===== src/rtl/hazard_scheduler_if.sv =====
// hazard_scheduler_if
//   Bundles the ID/EX-side inputs and the pipeline-control outputs of the
//   hazard scheduler.
//   master : datapath side (drives ID fields and the EX branch result)
//   slave  : scheduler side (drives PC/IF-ID/ID-EX controls, state, counters)
//   Inputs : id_valid, id_rs, id_rt, id_uses_rs, id_uses_rt, id_rd,
//            id_regwrite, ex_branch_taken
//   Outputs: pc_en, ifid_en, ifid_flush, idex_bubble, state, stall_cnt,
//            flush_cnt
interface hazard_scheduler_if;
   logic        id_valid;
   logic [5:0]  id_rs;
   logic [5:0]  id_rt;
   logic        id_uses_rs;
   logic        id_uses_rt;
   logic [5:0]  id_rd;
   logic        id_regwrite;
   logic        ex_branch_taken;
   logic        pc_en;
   logic        ifid_en;
   logic        ifid_flush;
   logic        idex_bubble;
   logic [1:0]  state;
   logic [15:0] stall_cnt;
   logic [15:0] flush_cnt;

   modport master (
      output id_valid, id_rs, id_rt, id_uses_rs, id_uses_rt, id_rd,
             id_regwrite, ex_branch_taken,
      input  pc_en, ifid_en, ifid_flush, idex_bubble, state, stall_cnt,
             flush_cnt
   );

   modport slave (
      input  id_valid, id_rs, id_rt, id_uses_rs, id_uses_rt, id_rd,
             id_regwrite, ex_branch_taken,
      output pc_en, ifid_en, ifid_flush, idex_bubble, state, stall_cnt,
             flush_cnt
   );
endinterface


===== src/rtl/hazard_scheduler.sv =====
// hazard_scheduler
//   Stall/flush controller for a 5-stage pipeline without forwarding.
//   A three-entry scoreboard tracks destination registers in EX, MEM, WB;
//   an ID instruction reading any of them is held (RAW stall), and a taken
//   EX branch flushes IF/ID and bubbles ID/EX.
//   i_clk : rising-edge clock
//   i_rst : synchronous active-high reset
//   bus   : hazard_scheduler_if.slave (ID fields in, pipeline controls out)
module hazard_scheduler (
   input  logic                  i_clk,
   input  logic                  i_rst,
   hazard_scheduler_if.slave     bus
);
   typedef enum logic [1:0] {
      RUN   = 2'b00,
      STALL = 2'b01,
      FLUSH = 2'b10
   } state_t;

   // scoreboard entries: index 0 = EX, 1 = MEM, 2 = WB
   logic [2:0]      r_sb_v;
   logic [2:0][5:0] r_sb_rd;
   state_t          r_state;
   logic [15:0]     r_stall_cnt;
   logic [15:0]     r_flush_cnt;

   logic [2:0] w_hit_rs;
   logic [2:0] w_hit_rt;
   logic       w_raw;
   logic       w_flush;
   logic       w_issue;

   // register 0 is tracked like any other register
   always_comb begin
      w_hit_rs = '0;
      w_hit_rt = '0;
      for (int i = 0; i < 3; i++) begin
         w_hit_rs[i] = r_sb_v[i] & (r_sb_rd[i] == bus.id_rs);
         w_hit_rt[i] = r_sb_v[i] & (r_sb_rd[i] == bus.id_rt);
      end
   end

   assign w_raw   = bus.id_valid & ((bus.id_uses_rs & (|w_hit_rs)) |
                                    (bus.id_uses_rt & (|w_hit_rt)));
   assign w_flush = bus.ex_branch_taken;
   assign w_issue = bus.id_valid & ~w_raw & ~w_flush;

   // Reset looks like a flush so the pipeline drains while held in reset.
   always_comb begin
      bus.pc_en       = 1'b1;
      bus.ifid_en     = 1'b1;
      bus.ifid_flush  = 1'b0;
      bus.idex_bubble = 1'b0;
      if (i_rst || w_flush) begin
         bus.ifid_flush  = 1'b1;
         bus.idex_bubble = 1'b1;
      end else if (w_raw) begin
         bus.pc_en       = 1'b0;
         bus.ifid_en     = 1'b0;
         bus.idex_bubble = 1'b1;
      end
   end

   always_ff @(posedge i_clk) begin
      if (i_rst) begin
         r_sb_v      <= '0;
         r_sb_rd     <= '0;
         r_state     <= RUN;
         r_stall_cnt <= '0;
         r_flush_cnt <= '0;
      end else begin
         r_sb_v[2]  <= r_sb_v[1];
         r_sb_rd[2] <= r_sb_rd[1];
         r_sb_v[1]  <= r_sb_v[0];
         r_sb_rd[1] <= r_sb_rd[0];
         // stalled, flushed or empty ID slots enter EX as a bubble
         r_sb_v[0]  <= w_issue & bus.id_regwrite;
         r_sb_rd[0] <= w_issue ? bus.id_rd : 6'd0;

         if (w_flush)    r_state <= FLUSH;
         else if (w_raw) r_state <= STALL;
         else            r_state <= RUN;

         if (w_raw && !w_flush && r_stall_cnt != 16'hFFFF)
            r_stall_cnt <= r_stall_cnt + 16'd1;
         if (w_flush && r_flush_cnt != 16'hFFFF)
            r_flush_cnt <= r_flush_cnt + 16'd1;
      end
   end

   assign bus.state     = r_state;
   assign bus.stall_cnt = r_stall_cnt;
   assign bus.flush_cnt = r_flush_cnt;
endmodule


===== src/flat_wrapper.sv =====
// flat-port wrapper written by rule: the top's interface ports become plain ports
module hazard_scheduler_flat 
  (i_clk, i_rst, bus_id_valid, bus_id_rs, bus_id_rt, bus_id_uses_rs, bus_id_uses_rt, bus_id_rd, bus_id_regwrite, bus_ex_branch_taken, bus_pc_en, bus_ifid_en, bus_ifid_flush, bus_idex_bubble, bus_state, bus_stall_cnt, bus_flush_cnt);
  hazard_scheduler_if bus_i ();
  input  logic i_clk;
  input  logic i_rst;
  input wire logic [$bits(bus_i.id_valid)-1:0] bus_id_valid;
  input wire logic [$bits(bus_i.id_rs)-1:0] bus_id_rs;
  input wire logic [$bits(bus_i.id_rt)-1:0] bus_id_rt;
  input wire logic [$bits(bus_i.id_uses_rs)-1:0] bus_id_uses_rs;
  input wire logic [$bits(bus_i.id_uses_rt)-1:0] bus_id_uses_rt;
  input wire logic [$bits(bus_i.id_rd)-1:0] bus_id_rd;
  input wire logic [$bits(bus_i.id_regwrite)-1:0] bus_id_regwrite;
  input wire logic [$bits(bus_i.ex_branch_taken)-1:0] bus_ex_branch_taken;
  output wire logic [$bits(bus_i.pc_en)-1:0] bus_pc_en;
  output wire logic [$bits(bus_i.ifid_en)-1:0] bus_ifid_en;
  output wire logic [$bits(bus_i.ifid_flush)-1:0] bus_ifid_flush;
  output wire logic [$bits(bus_i.idex_bubble)-1:0] bus_idex_bubble;
  output wire logic [$bits(bus_i.state)-1:0] bus_state;
  output wire logic [$bits(bus_i.stall_cnt)-1:0] bus_stall_cnt;
  output wire logic [$bits(bus_i.flush_cnt)-1:0] bus_flush_cnt;
  assign bus_i.id_valid = bus_id_valid;
  assign bus_i.id_rs = bus_id_rs;
  assign bus_i.id_rt = bus_id_rt;
  assign bus_i.id_uses_rs = bus_id_uses_rs;
  assign bus_i.id_uses_rt = bus_id_uses_rt;
  assign bus_i.id_rd = bus_id_rd;
  assign bus_i.id_regwrite = bus_id_regwrite;
  assign bus_i.ex_branch_taken = bus_ex_branch_taken;
  assign bus_pc_en = bus_i.pc_en;
  assign bus_ifid_en = bus_i.ifid_en;
  assign bus_ifid_flush = bus_i.ifid_flush;
  assign bus_idex_bubble = bus_i.idex_bubble;
  assign bus_state = bus_i.state;
  assign bus_stall_cnt = bus_i.stall_cnt;
  assign bus_flush_cnt = bus_i.flush_cnt;
  hazard_scheduler u_core (.i_clk(i_clk), .i_rst(i_rst), .bus(bus_i));
endmodule

===== config.mk =====
export PLATFORM = sky130hd
export DESIGN_NAME = hazard_scheduler_flat
export DESIGN_NICKNAME = d
export VERILOG_FILES = /design/src/rtl/hazard_scheduler_if.sv /design/src/rtl/hazard_scheduler.sv /design/src/flat_wrapper.sv
export SDC_FILE = /design/constraint.sdc
export NUM_CORES = 1
export LEC_CHECK = 0
export CORE_UTILIZATION = 30
export DETAILED_ROUTE_END_ITERATION = 12
export PLACE_DENSITY_LB_ADDON = 0.15
export SLEW_MARGIN = 20
export SYNTH_ARGS = -nofsm -noshare
export SYNTH_HDL_FRONTEND = slang
export SYNTH_SLANG_ARGS = --single-unit

===== constraint.sdc =====
create_clock -name i_clk -period 2.6 [get_ports i_clk]
set_clock_uncertainty 0.2 [all_clocks]
set_input_delay 0.52 -clock i_clk [delete_from_list [all_inputs] [get_ports i_clk]]
set_output_delay 0.52 -clock i_clk [all_outputs]
set_load 0.01 [all_outputs]

Yosys cells after proc, flatten, opt, wreduce, memory -nomap -nowiden --
Index checks and enable logic that the tools add are counted.
Storage, ports and cells: flip-flop bits (word level) 55, bits of input ports 25, output and inout port bits 38, logic and storage cells 50
Cells by class: reductions and logical operators 9, add/sub/neg operators 2, muxes and demuxes 7, bitwise operators 16, equality and inequality tests 8
Operator list (count):
- == test 6 bit | 6
- adder 16 x 1 -> 16 bit, second input constant | 2
- inequality test 16 bit, second input constant | 2
- AND 1 bit | 12
- two-way mux 1 bit | 6
- OR reduction 3 bit | 2
- OR reduction 2 bit | 2
- logical AND 1 bit | 3
- inverter 1 bit | 3
- two-way mux 2 bit | 1
- zero test 1 bit | 1
- logical OR 1 bit | 1
- OR 1 bit | 1

Depth between registers and ports, before layout --
Gate-level depths: netlist of run 1.
word-level depth 11, gate-level depth with buffers 10, mapped depth without buffers 7

Least setup slack after synthesis of run 1 --
Ideal clock, no wire load.
kind input-to-output, start in bus_id_rs[1], end out bus_pc_en, buffers on the path 3, path slack 0.033 ns, stages 10, arrival 1.847 ns, data required time 1.880 ns, path through xnor2_1 nand4_1 nor4_1 o31a_1 o21ai_2 buf_4 buf_4 nor2_1 inv_1 buf_4
On the way: cells in the longest elaborated chain, start to end 8, elaborated cells between the ends (all ways) 12, those cells by class eq/ne (3); mux (2); bitwise (6); reduce/logical (1)
Ends and longest elaborated chain:
- start, declared | RTL line flat_wrapper.sv:8 | input wire logic [$bits(bus_i.id_rs)-1:0] bus_id_rs;
- == test 6 bit | RTL line hazard_scheduler.sv:38 | w_hit_rs[i] = r_sb_v[i] & (r_sb_rd[i] == bus.id_rs);
- AND 1 bit | RTL line hazard_scheduler.sv:38
- OR reduction 3 bit * | RTL line hazard_scheduler.sv:43 | assign w_raw = bus.id_valid & ((bus.id_uses_rs & (|w_hit_rs)) |
- AND 1 bit * | RTL line hazard_scheduler.sv:43
- OR 1 bit * | RTL line hazard_scheduler.sv:43
- AND 1 bit * | RTL line hazard_scheduler.sv:43
- two-way mux 1 bit * (2 in a row)
- end, declared | RTL line flat_wrapper.sv:15 | output wire logic [$bits(bus_i.pc_en)-1:0] bus_pc_en;
Mark *: on every way between the ends. The rest lies on a longest branch, timed or not.

Final worst setup path of run 1 --
start reg u_core.r_sb_rd[14] (netlist name), end out bus_ifid_en
On the way: cells in the longest elaborated chain, start to end 8, elaborated cells between the ends (all ways) 12, those cells by class eq/ne (2); mux (2); bitwise (6); reduce/logical (2)
Ends and longest elaborated chain:
- start, declared | RTL line hazard_scheduler.sv:22 | logic [2:0][5:0] r_sb_rd;
- == test 6 bit (on tied branches) | RTL line hazard_scheduler.sv:38, hazard_scheduler.sv:39
- AND 1 bit (on tied branches) | RTL line hazard_scheduler.sv:38, hazard_scheduler.sv:39
- OR reduction 3 bit (on tied branches) | RTL line hazard_scheduler.sv:43, hazard_scheduler.sv:44
- AND 1 bit (on tied branches) | RTL line hazard_scheduler.sv:43, hazard_scheduler.sv:44
- OR 1 bit * | RTL line hazard_scheduler.sv:43
- AND 1 bit * | RTL line hazard_scheduler.sv:43
- two-way mux 1 bit * | RTL line hazard_scheduler.sv:57 | end else if (w_raw) begin
- two-way mux 1 bit * | RTL line hazard_scheduler.sv:54 | if (i_rst || w_flush) begin
- end, declared | RTL line flat_wrapper.sv:16 | output wire logic [$bits(bus_i.ifid_en)-1:0] bus_ifid_en;
Marks and branches as above.

==> impl_results.md, run 1 <==
- DIE WIDTH: 95.52 µm
- WL final: between 6000 and 7000 µm
- Cell Count, Final, Fillers Out: 480
- NumNets Final: roughly 400
- Final Util: between 40% and 50%
- Register bit total from synthesis: between 50 and 60
- Final Hold Fails: 0
- Worst EP required: around 1.9 ns
- Combinational family with the most area after synthesis: simple AND/OR/NAND/NOR gates
- Post-Synth XOR/XNOR Area: 15.02%
- Crit start category: flip-flop
- Power per cell area: between 400 and 500 nW/µm²
- Fraction of layout cells with a size suffix above 1: ~17%
- Gr busiest metal: met2
- Number of placement rows: 33
- H-Tree Level Count: 2
- Post-synth top area cell: dfxtp_1
- Final GP Congestion: ~0.84
- Post-synth top area share: 41.96%
- Met1 GRT Util: about 18%
- Clock buffer count from CTS: 5
- Post-DP Area: approximately 3400 µm²
- LEAKAGE: roughly 1.3 nW
- N_diodes: 0
- Synth cell types: 32
- Congestion Overflow GR: 0
- DR vias: 2307
- Worst vdd ir: about 0.20 mV
- Synth async-reset ratio: 0%
- Clock period minus worst slack: between 2 and 2.5 ns
- Final Setup Violations: 0
- Wire per inst: about 13 µm
- Post-synth top cells: 55 x dfxtp_1, 29 x nor2_1, 23 x xnor2_1
- Via density per instance: between 4 and 5
- Mux cell area share after synthesis: 1.669%
- Outcome: completed
- Vias in the first global route: 2218
- Post-synth EDFFs: 0
- Register area share after synthesis: 41.96%
- Detailed router's first-iteration violation count: 63
- GRT Overall Usage: between 10% and 20%
- Clock share of power: a little over a third
- RSZ-0062 raised after global routing: false
- Dominant synthesized flop cell: dfxtp_1
- Critical path fanouts, max: 3
- Number of remaining DRC errors: 0
- Yosys warning total: 0
- GR Util met3: 3.270%
- Fraction of met2 tracks used by global routing: between 20% and 30%
- Max-cap violations: 0
- CTS root buf: clkbuf_8
- DRT antenna net count: 0
- Largest net degree at the start of global routing: roughly 50
- Synthesized instance count: roughly 300
- First-pass GRT wire length: 9956 µm
- Sequential Power Share: a little over half
- Port Buf Inserts: slightly above 60
- Post-Place Cells: 465
- Setup TNS: 0 ns
- Initial core utilization: 31.46%
- Simple-gate portion of the synthesized area: around 26%
- Worst slew pin tran: between 0.5 and 0.6 ns
- Synthesis-to-layout area growth: 34.19%
- Hold Slack: 0.2781 ns
- Sw frac: between 20% and 30%
- Mapped Area: between 2000 and 3000 µm²
- Final Max Slew Viols: 0
- Most numerous cell in the Yosys netlist: dfxtp_1
- Comb pwr share: under 10%
- I/O pins: 63
- Net switching power: approximately 0.36 mW
- # clock sinks: 55
- Crit Path Class: flip-flop to primary output
- Worst min path class: flip-flop to flip-flop
- Die Span Y: 95.52 µm
- Synth top area cells: dfxtp_1 42%, xnor2_1 7.7%, xor2_1 7.3%
- Hold_buf cts: 0
- Mean Syn Cell Area: around 8.7 µm²
- Crit end category: primary output
- Design area: around 3500 µm²
- Placed wire-length estimate: 4345 µm
- Final worst-path cycle share: between 90% and 100%
- Fmax: 0.4080 GHz
- CTS tree: done
- Initial antenna violation count: 0
- Max-Slew Margin vs Limit: about 65%
- Post-Synthesis Net Count: 328
- CP Data Arrival Time: ~1.7 ns
- Maximum clock path buffer count: 2
- Clock-pin slew on the worst setup and hold paths: 0.10 ns
- Die Area: 9124 µm²
- Complex-gate fraction of the synthesized area: 9.871%
- Clk_lat worst skew: around 0.30 ns
- Synth Area in Adders: less than 1%
- CORE AREA: approximately 8300 µm²
- Internal: between 1 and 1.5 mW
- Drt pass-1 iters: 4
==> stage by stage <==
step	setup slack [ns]	power, mW
finish	0.1493	1.571
global route	0.008637	1.636
CTS	-0.03314	1.602
detailed placement	-0.6674	1.020
global placement	-0.6356	1.020
floorplan	0.03331	0.9430
==> routing by layer <==
layer  share of wire [%]  vias up
met5                   0        -
met4                 1.1        0
met3                 5.2        7
met2                  45       49
met1                  49     1062
li1                    -     1189
==> cells by family after synthesis <==
logic type,count (synthesis)
XOR/XNOR,45
multiplexers,4
buffers and inverters,28
adder cells (fa/ha/maj),2
AND/OR/NAND/NOR,125
flip-flops,55
AO/OA/AOI/OAI,42
==> cell usage in the layout, fill, tap and decap left out, types with 3 or more instances in the layout <==
cell,instances
clkbuf_2,5
clkdlybuf4s50_1,45
mux2_2,3
dfxtp_1,45
inv_1,17
nor2b_1,17
clkbuf_8,5
nor4_1,5
dfxtp_2,10
or3_1,6
nor4_2,4
nand3_1,16
and4_1,3
nand2_1,16
o31ai_1,10
nand4_1,8
a21oi_1,19
xor2_1,21
nor3_1,4
buf_4,15
buf_2,11
and3_1,3
xnor2_2,3
nor2_1,28
xnor2_1,20
or4_1,10
o21ai_0,7
==> path summary, 6_finish.rpt <==
kind	cells past startpoint	start	to	slack, ns
max	8	u_core.r_sb_rd[14]$_SDFF_PP0_	bus_ifid_en	0.15
min	1	u_core.r_sb_rd[4]$_SDFF_PP0_	u_core.r_sb_rd[10]$_SDFF_PP0_	0.28
min reg2reg	1	u_core.r_sb_rd[4]$_SDFF_PP0_	u_core.r_sb_rd[10]$_SDFF_PP0_	0.28
max reg2reg	8	u_core.r_sb_rd[14]$_SDFF_PP0_	u_core.bus.stall_cnt[10]$_SDFFE_PP0P_	0.22
==> critical path, stage by stage, from the launching register on <==
cell	delay, ns
dfxtp_1	0.37
xnor2_1	0.12
nand4_1	0.10
nor4_1	0.26
o31a_1	0.21
o21ai_2	0.08
nor2_2	0.10
inv_1	0.05
buf_2	0.13
==> what timing repair did <==
action	4_1_cts	5_1_grt
setup endpoints to repair	17	10
resized for setup	50	25
pin swaps	14	16
buffers inserted	7	0
==> sequential cells by signal, indices dropped and copies added (netlist names) <==
name                  count
u_core.r_sb_rd           18
u_core.bus.flush_cnt     16
u_core.bus.stall_cnt     16
u_core.r_sb_v             3
u_core.bus.state          2
==> area by class of cell <==
class | instances | area [µm²]
sequential | 55 | 1114
fill | 882 | 4820
multi-input combinational | 218 | 1449
inverter | 17 | 63.81
timing repair buffer | 77 | 651.9
clock inverter | 2 | 38.79
clock buffer | 6 | 72.57
tap | 105 | 131.4
==> power groups by stage <==
stage                     combinational, mW  clock [mW]  sequential, mW
after floorplan                      0.0619           0           0.881
after global placement                0.139           0           0.881
after detailed placement              0.139           0           0.882
after CTS                             0.132       0.607           0.863
after global routing                  0.147       0.625           0.865
final                                 0.133       0.575           0.863
No activity file was read; power rests on OpenSTA's default activity.
==> run 2, diff against run 1 <==
--- a/config.mk
+++ b/config.mk
@@ -5,6 +5,9 @@
 export SDC_FILE = /design/constraint.sdc
 export NUM_CORES = 1
 export LEC_CHECK = 0
+export CAP_MARGIN = 25
+export CELL_PAD_IN_SITES_DETAIL_PLACEMENT = 1
+export CELL_PAD_IN_SITES_GLOBAL_PLACEMENT = 1
 export CORE_UTILIZATION = 30
 export DETAILED_ROUTE_END_ITERATION = 12
 export PLACE_DENSITY_LB_ADDON = 0.15
==> impl_results.md, run 2 (synthesis results as in run 1) <==
- Synthesis-to-layout area growth: 34.62%
- Final Hold Fails: 0 (unchanged)
- First-pass GRT wire length: 10960 µm (+10%)
- DIE WIDTH: 95.52 µm (unchanged)
- WL final: 6828 µm (+10%)
- Pwr Total: 1.510 mW (-3.9%)
- Die Area: 9124 µm² (unchanged)
- Hold Slack: 0.3018 ns (+0.02369 ns)
- Post-Place Cells: 469 (+0.86%)
- Final Setup Violations: 0 (unchanged)
- Detailed router's first-iteration violation count: 42 (-33%)
- Max-Slew Margin vs Limit: 65.12% (about the same)
- GRT Overall Usage: 15.50% (+1.5 points)
- RSZ-0062 raised after global routing: true
- Die Span Y: 95.52 µm (unchanged)
- CP Data Arrival Time: 1.86 ns (+0.13 ns)
- Reg area: 1121 µm² (+0.67%)
- GR Util met3: 3.270% (unchanged)
- Fraction of met2 tracks used by global routing: 25.65% (+3.0 points)
- Drt pass-1 iters: 4 (unchanged)
- DR vias: 2327 (+0.87%)
- Worst EP required: 1.88 ns (about the same)
- NumNets Final: 398 (-0.75%)
- Wire per inst: 14.31 µm (+11%)
- Power per cell area: 427.4 nW/µm² (-4.2%)
- Placed wire-length estimate: 4905 µm (+13%)
- N_diodes: 0 (unchanged)
- Cell Count, Final, Fillers Out: 477 (-0.63%)
- Crit end category: primary output
- Met1 GRT Util: 20.51% (+2.4 points)
- Final GP Congestion: 0.8310 (-1.1%)
- Clk_lat worst skew: 0.32 ns (+0.02 ns)
- Clock-pin slew on the worst setup and hold paths: 0.11 ns (about the same)
- Crit Path Class: input pin to primary output
- Initial antenna violation count: 0 (unchanged)
- Max-cap violations: 0 (unchanged)
- Outcome: completed
- H-Tree Level Count: 2 (unchanged)
- CTS root buf: clkbuf_8
- Number of remaining DRC errors: 0 (unchanged)
- RR Startpoint: u_core.r_sb_rd[14]$_SDFF_PP0_
- FF-to-FF setup slack: 0.13 ns (-0.09 ns)
- CTS tree: done
- Worst min path class: flip-flop to flip-flop
- Crit start category: input pin
- Hold_buf cts: 0 (unchanged)
- Final Max Slew Viols: 0 (unchanged)
- I/O pins: 63 (unchanged)
- Clock period minus worst slack: 2.583 ns (+0.1319 ns)
- Min-delay src: u_core.r_sb_rd[6]$_SDFF_PP0_
- Number of placement rows: 33 (unchanged)
- Clock buffer count from CTS: 5 (unchanged)
- Worst slew pin tran: 0.5232 ns (-0.0005528 ns)
- Final worst-path cycle share: 99.33% (+5.1 points)
- Gr busiest metal: met2
- Max reg flops: 18 (unchanged)
- Multi-input logic area: 1483 µm² (+2.3%)
- Initial core utilization: 31.46% (unchanged)
- # clock sinks: 55 (unchanged)
- Most common cell after layout, fill and taps aside: clkdlybuf4s50_1
- WHS Path Cells: 1 (unchanged)
- Maximum clock path buffer count: 2 (unchanged)
- Port Buf Inserts: 62 (unchanged)
- CORE AREA: 8341 µm² (unchanged)
- Leading cell types in the layout, fill and taps excluded: 45 x clkdlybuf4s50_1, 43 x dfxtp_1, 28 x nor2_1, 21 x xor2_1, 20 x xnor2_1
- Via density per instance: 4.878 (+1.5%)
- Fmax: 0.3872 GHz (-5.1%)
- Congestion Overflow GR: 0 (unchanged)
- DRT antenna net count: 0 (unchanged)
- Biggest register: u_core.r_sb_rd
- Fillers: 997 (+13%)
- Cells on worst reg2reg path: 8 (unchanged)
- R2r endpoint: u_core.bus.stall_cnt[13]$_SDFFE_PP0P_
- Fraction of layout cells with a size suffix above 1: 17.74% (+1.2 points)
- Critical path fanouts, max: 3 (unchanged)
- Largest net degree at the start of global routing: 51 (unchanged)
- Sink of the worst hold path: u_core.r_sb_rd[12]$_SDFF_PP0_
- Worst vdd ir: 0.2292 mV (+16%)
- LEAKAGE: 1.256 nW (-0.74%)
- Vias in the first global route: 2316 (+4.4%)
run 2: where the power goes:
part	internal [mW]	switching, mW
sequential	0.851	0.0106
clock	0.196	0.310
combinational	0.0715	0.0705
total	1.12	0.391
run 2: worst max-delay path: stages:
cell     delay, ns
buf_2         0.14
xnor2_1       0.16
nand4_1       0.14
nor4_2        0.31
o31a_1        0.22
o21ai_2       0.09
nor2_2        0.09
inv_1         0.05
buf_2         0.13
run 2: layout make-up:
class | instances | share of cell area, %
Sequential cell | 55 | 31.74
Tap cell | 105 | 3.719
Multi-Input combinational cell | 218 | 41.98
Clock buffer | 5 | 1.948
Timing Repair Buffer | 74 | 18.17
Clock inverter | 3 | 0.6376
Inverter | 17 | 1.807
run 2: worst max path at each step:
| stage | startpoint | endpoint | slack (ns) | cells past startpoint |
|---|---|---|---|---|
| after floorplan | bus_id_rs[1] | bus_pc_en | 0.03 | 10 |
| after detailed placement | bus_id_rs[1] | bus_pc_en | -0.69 | 9 |
| after global placement | bus_id_rt[1] | bus_pc_en | -0.65 | 9 |
| after global routing | u_core.r_sb_rd[12]$_SDFF_PP0_ | bus_pc_en | -0.12 | 8 |
| after CTS | u_core.r_sb_rd[12]$_SDFF_PP0_ | bus_pc_en | -0.001 | 8 |
| final | bus_id_rs[1] | bus_pc_en | 0.02 | 9 |
run 2: metrics by stage:
stage	setup TNS, ns	setup WS, ns	instance area, µm²	utilization (%)
final	0	0.01741	3532	42.35
after CTS	-0.001368	-0.001368	3477	41.69
after global routing	-0.2695	-0.1223	3532	42.35
after floorplan	0	0.03331	2624	-
after global placement	-8.674	-0.6545	3406	40.83
after detailed placement	-9.033	-0.6884	3406	40.83
run 2: per-layer routing:
| metal | share of wire (%) | wire length [µm] |
|---|---|---|
| met2 | 48 | 3291 |
| met3 | 3.3 | 225 |
| met1 | 48 | 3259 |
| met4 | 0.76 | 52 |
| met5 | 0 | 0 |
run 2: repair_timing:
| action | CTS | global route |
|---|---|---|
| gates resized for setup | 67 | 19 |
| buffers inserted | 1 | 0 |
| setup endpoints to repair | 18 | 17 |
| pin swaps | 29 | 14 |
| endpoints found under the hold margin | 0 | 0 |
==> run 3, diff against run 2 <==
--- a/config.mk
+++ b/config.mk
@@ -8,7 +8,7 @@
 export CAP_MARGIN = 25
 export CELL_PAD_IN_SITES_DETAIL_PLACEMENT = 1
 export CELL_PAD_IN_SITES_GLOBAL_PLACEMENT = 1
-export CORE_UTILIZATION = 30
+export CORE_UTILIZATION = 32
 export DETAILED_ROUTE_END_ITERATION = 12
 export PLACE_DENSITY_LB_ADDON = 0.15
 export SLEW_MARGIN = 20
==> impl_results.md, run 3 (synthesis results as in run 1) <==
- Outcome: completed
- Die Span Y: 92.55 µm (-3.1%)
- Worst slew pin tran: 0.5284 ns (+0.005270 ns)
- Critical path fanouts, max: 3 (unchanged)
- Largest net degree at the start of global routing: 51 (unchanged)
- Cells on worst reg2reg path: 9 (+1)
- Final worst-path cycle share: 98.59% (-0.74 points)
- Initial core utilization: 33.43% (+2.0 points)
- Port Buf Inserts: 62 (unchanged)
- H-Tree Level Count: 2 (unchanged)
- DIE WIDTH: 92.55 µm (-3.1%)
- Final GP Congestion: 0.8382 (+0.87%)
- GR Util met3: 3.202% (-0.068 points)
- FF-to-FF setup slack: 0.12 ns (about the same)
- Initial antenna violation count: 0 (unchanged)
- Fraction of layout cells with a size suffix above 1: 17.79% (+0.048 points)
- Synthesis-to-layout area growth: 35.43%
- Drt pass-1 iters: 4 (unchanged)
- Clock buffer count from CTS: 5 (unchanged)
- CTS tree: done
- DR vias: 2343 (+0.69%)
- RSZ-0062 raised after global routing: true
- Detailed router's first-iteration violation count: 74 (+76%)
- LEAKAGE: 1.258 nW (+0.13%)
- Final Max Slew Viols: 0 (unchanged)
- Wire per inst: 14.50 µm (+1.3%)
- First-pass GRT wire length: 11420 µm (+4.2%)
- Fraction of met2 tracks used by global routing: 26.60% (+0.95 points)
- Biggest register: u_core.r_sb_rd
- Clock share of power: 36.9% (+3.4 points)
- R2r endpoint: u_core.bus.stall_cnt[10]$_SDFFE_PP0P_
- CORE AREA: 7848 µm² (-5.9%)
- Fmax: 0.3901 GHz (+0.76%)
- Design area: 3553 µm² (+0.60%)
- Hold Slack: 0.2986 ns (-0.003256 ns)
- Net switching power: 0.3587 mW (-8.3%)
- Via density per instance: 4.953 (+1.5%)
- DRT antenna net count: 0 (unchanged)
- Crit end category: primary output
- Worst EP required: 1.88 ns (about the same)
- NumNets Final: 397 (-0.25%)
- N_diodes: 0 (unchanged)
- I/O pins: 63 (unchanged)
- Max-Slew Margin vs Limit: 64.77% (-0.35 points)
- Post-Place Worst Slack: -0.6839 ns (+0.004524 ns)
- CTS root buf: clkbuf_8
- Clock-pin slew on the worst setup and hold paths: 0.10 ns (about the same)
- WL final: 6858 µm (+0.44%)
- Met1 GRT Util: 22.65% (+2.1 points)
- Sink of the worst hold path: u_core.r_sb_rd[7]$_SDFF_PP0_
- Gr busiest metal: met2
- Power per cell area: 448.9 nW/µm² (+5.0%)
- Final WS setup: 0.03677 ns (+0.01936 ns)
- Die Area: 8566 µm² (-6.1%)
- RR Startpoint: u_core.r_sb_rd[2]$_SDFF_PP0_
- Vias in the first global route: 2345 (+1.3%)
- WHS Path Cells: 1 (unchanged)
- Max reg flops: 18 (unchanged)
- Final Hold Fails: 0 (unchanged)
- Internal: 1.236 mW (+11%)
- Congestion Overflow GR: 0 (unchanged)
- Final Setup Violations: 0 (unchanged)
- CP Data Arrival Time: 1.84 ns (-0.02 ns)
- Number of remaining DRC errors: 0 (unchanged)
- Min-delay src: u_core.r_sb_rd[1]$_SDFF_PP0_
- Worst min path class: flip-flop to flip-flop
- Max-cap violations: 0 (unchanged)
- Leading cell types in the layout, fill and taps excluded: 46 x clkdlybuf4s50_1, 41 x dfxtp_1, 28 x nor2_1, 21 x xor2_1
- Comb pwr share: 9.0% (-0.4 points)
- Crit Path Class: input pin to primary output
- Crit start category: input pin
- Sw frac: 22.49% (-3.4 points)
- Placed wire-length estimate: 4927 µm (+0.44%)
- Number of placement rows: 32 (-3.0%)
- Maximum clock path buffer count: 2 (unchanged)
- Clk_lat worst skew: 0.30 ns (-0.02 ns)
- Post-DP Area: 3379 µm² (-0.77%)
- GRT Overall Usage: 16.66% (+1.2 points)
- Sequential Power Share: 54.1% (-3.0 points)
- Most common cell after layout, fill and taps aside: clkdlybuf4s50_1
- # clock sinks: 55 (unchanged)
- Clock period minus worst slack: 2.563 ns (-0.01936 ns)
- Worst vdd ir: 0.1921 mV (-16%)
run 3: cell count changes in the layout (fill, tap and decap cells not counted), moves of 2 or more:
cell / before / now
dfxtp_1: 43 / 41
dfxtp_4: 2 / 0
dfxtp_2: 10 / 14
clkbuf_2: 3 / 0
inv_6: 2 / 0
run 3: cell type report:
class / count / area, µm²
clock buffer: 6 / 82.58
clock inverter: 2 / 35.03
fill: 931 / 4294
inverter: 17 / 63.81
multi-input combinational: 218 / 1480
sequential: 55 / 1119
tap: 102 / 127.6
timing repair buffer: 73 / 645.6
run 3: per-stage QoR:
stage	TNS [ns]	total power, mW	cells	utilization, %
floorplan	0	0.9430	301	-
global placement	-8.791	1.025	463	43.06
detailed placement	-9.296	1.027	463	43.06
CTS	0	1.620	472	44.37
global route	-0.3240	1.678	473	45.28
finish	0	1.595	473	45.28
run 3: worst max-delay path by stage:
stage	start	end	slack [ns]	depth (start not counted)
floorplan	bus_id_rs[1]	bus_pc_en	0.03	10
global placement	bus_id_rs[2]	bus_pc_en	-0.66	9
detailed placement	bus_id_rs[1]	bus_ifid_en	-0.68	9
CTS	u_core.r_sb_rd[2]$_SDFF_PP0_	bus_ifid_en	0.003	8
global route	bus_id_rs[3]	bus_ifid_en	-0.07	8
finish	bus_id_rs[3]	bus_idex_bubble	0.04	7
run 3: worst max-delay path, cell delays in order:
cell             delay, ns
clkdlybuf4s15_2       0.22
xor2_1                0.19
nor4_1                0.08
o31a_1                0.32
o21ai_2               0.16
nand2_1               0.08
dlygate4sd2_1         0.28
run 3: repair_timing:
| item | CTS | global route |
|---|---|---|
| setup buffers | 1 | 1 |
| pin swaps | 27 | 11 |
| hold buffers | 0 | 0 |
| endpoints found under the setup margin | 17 | 17 |
| resized for setup | 65 | 19 |
run 3: per-layer routing:
metal  part of all wire (%)  vias up
met1                     48     1113
met3                    3.7        8
li1                       -     1182
met4                    1.4        0
met2                     47       40
met5                      0        -
run 3: power groups by stage:
stage | Sequential, mW | Clock, mW | Combinational [mW]
6_report | 0.863 | 0.588 | 0.144
5_1_grt | 0.865 | 0.655 | 0.158
4_1_cts | 0.863 | 0.617 | 0.140
3_5_place_dp | 0.882 | 0 | 0.145
3_3_place_gp | 0.881 | 0 | 0.143
2_1_floorplan | 0.881 | 0 | 0.0619
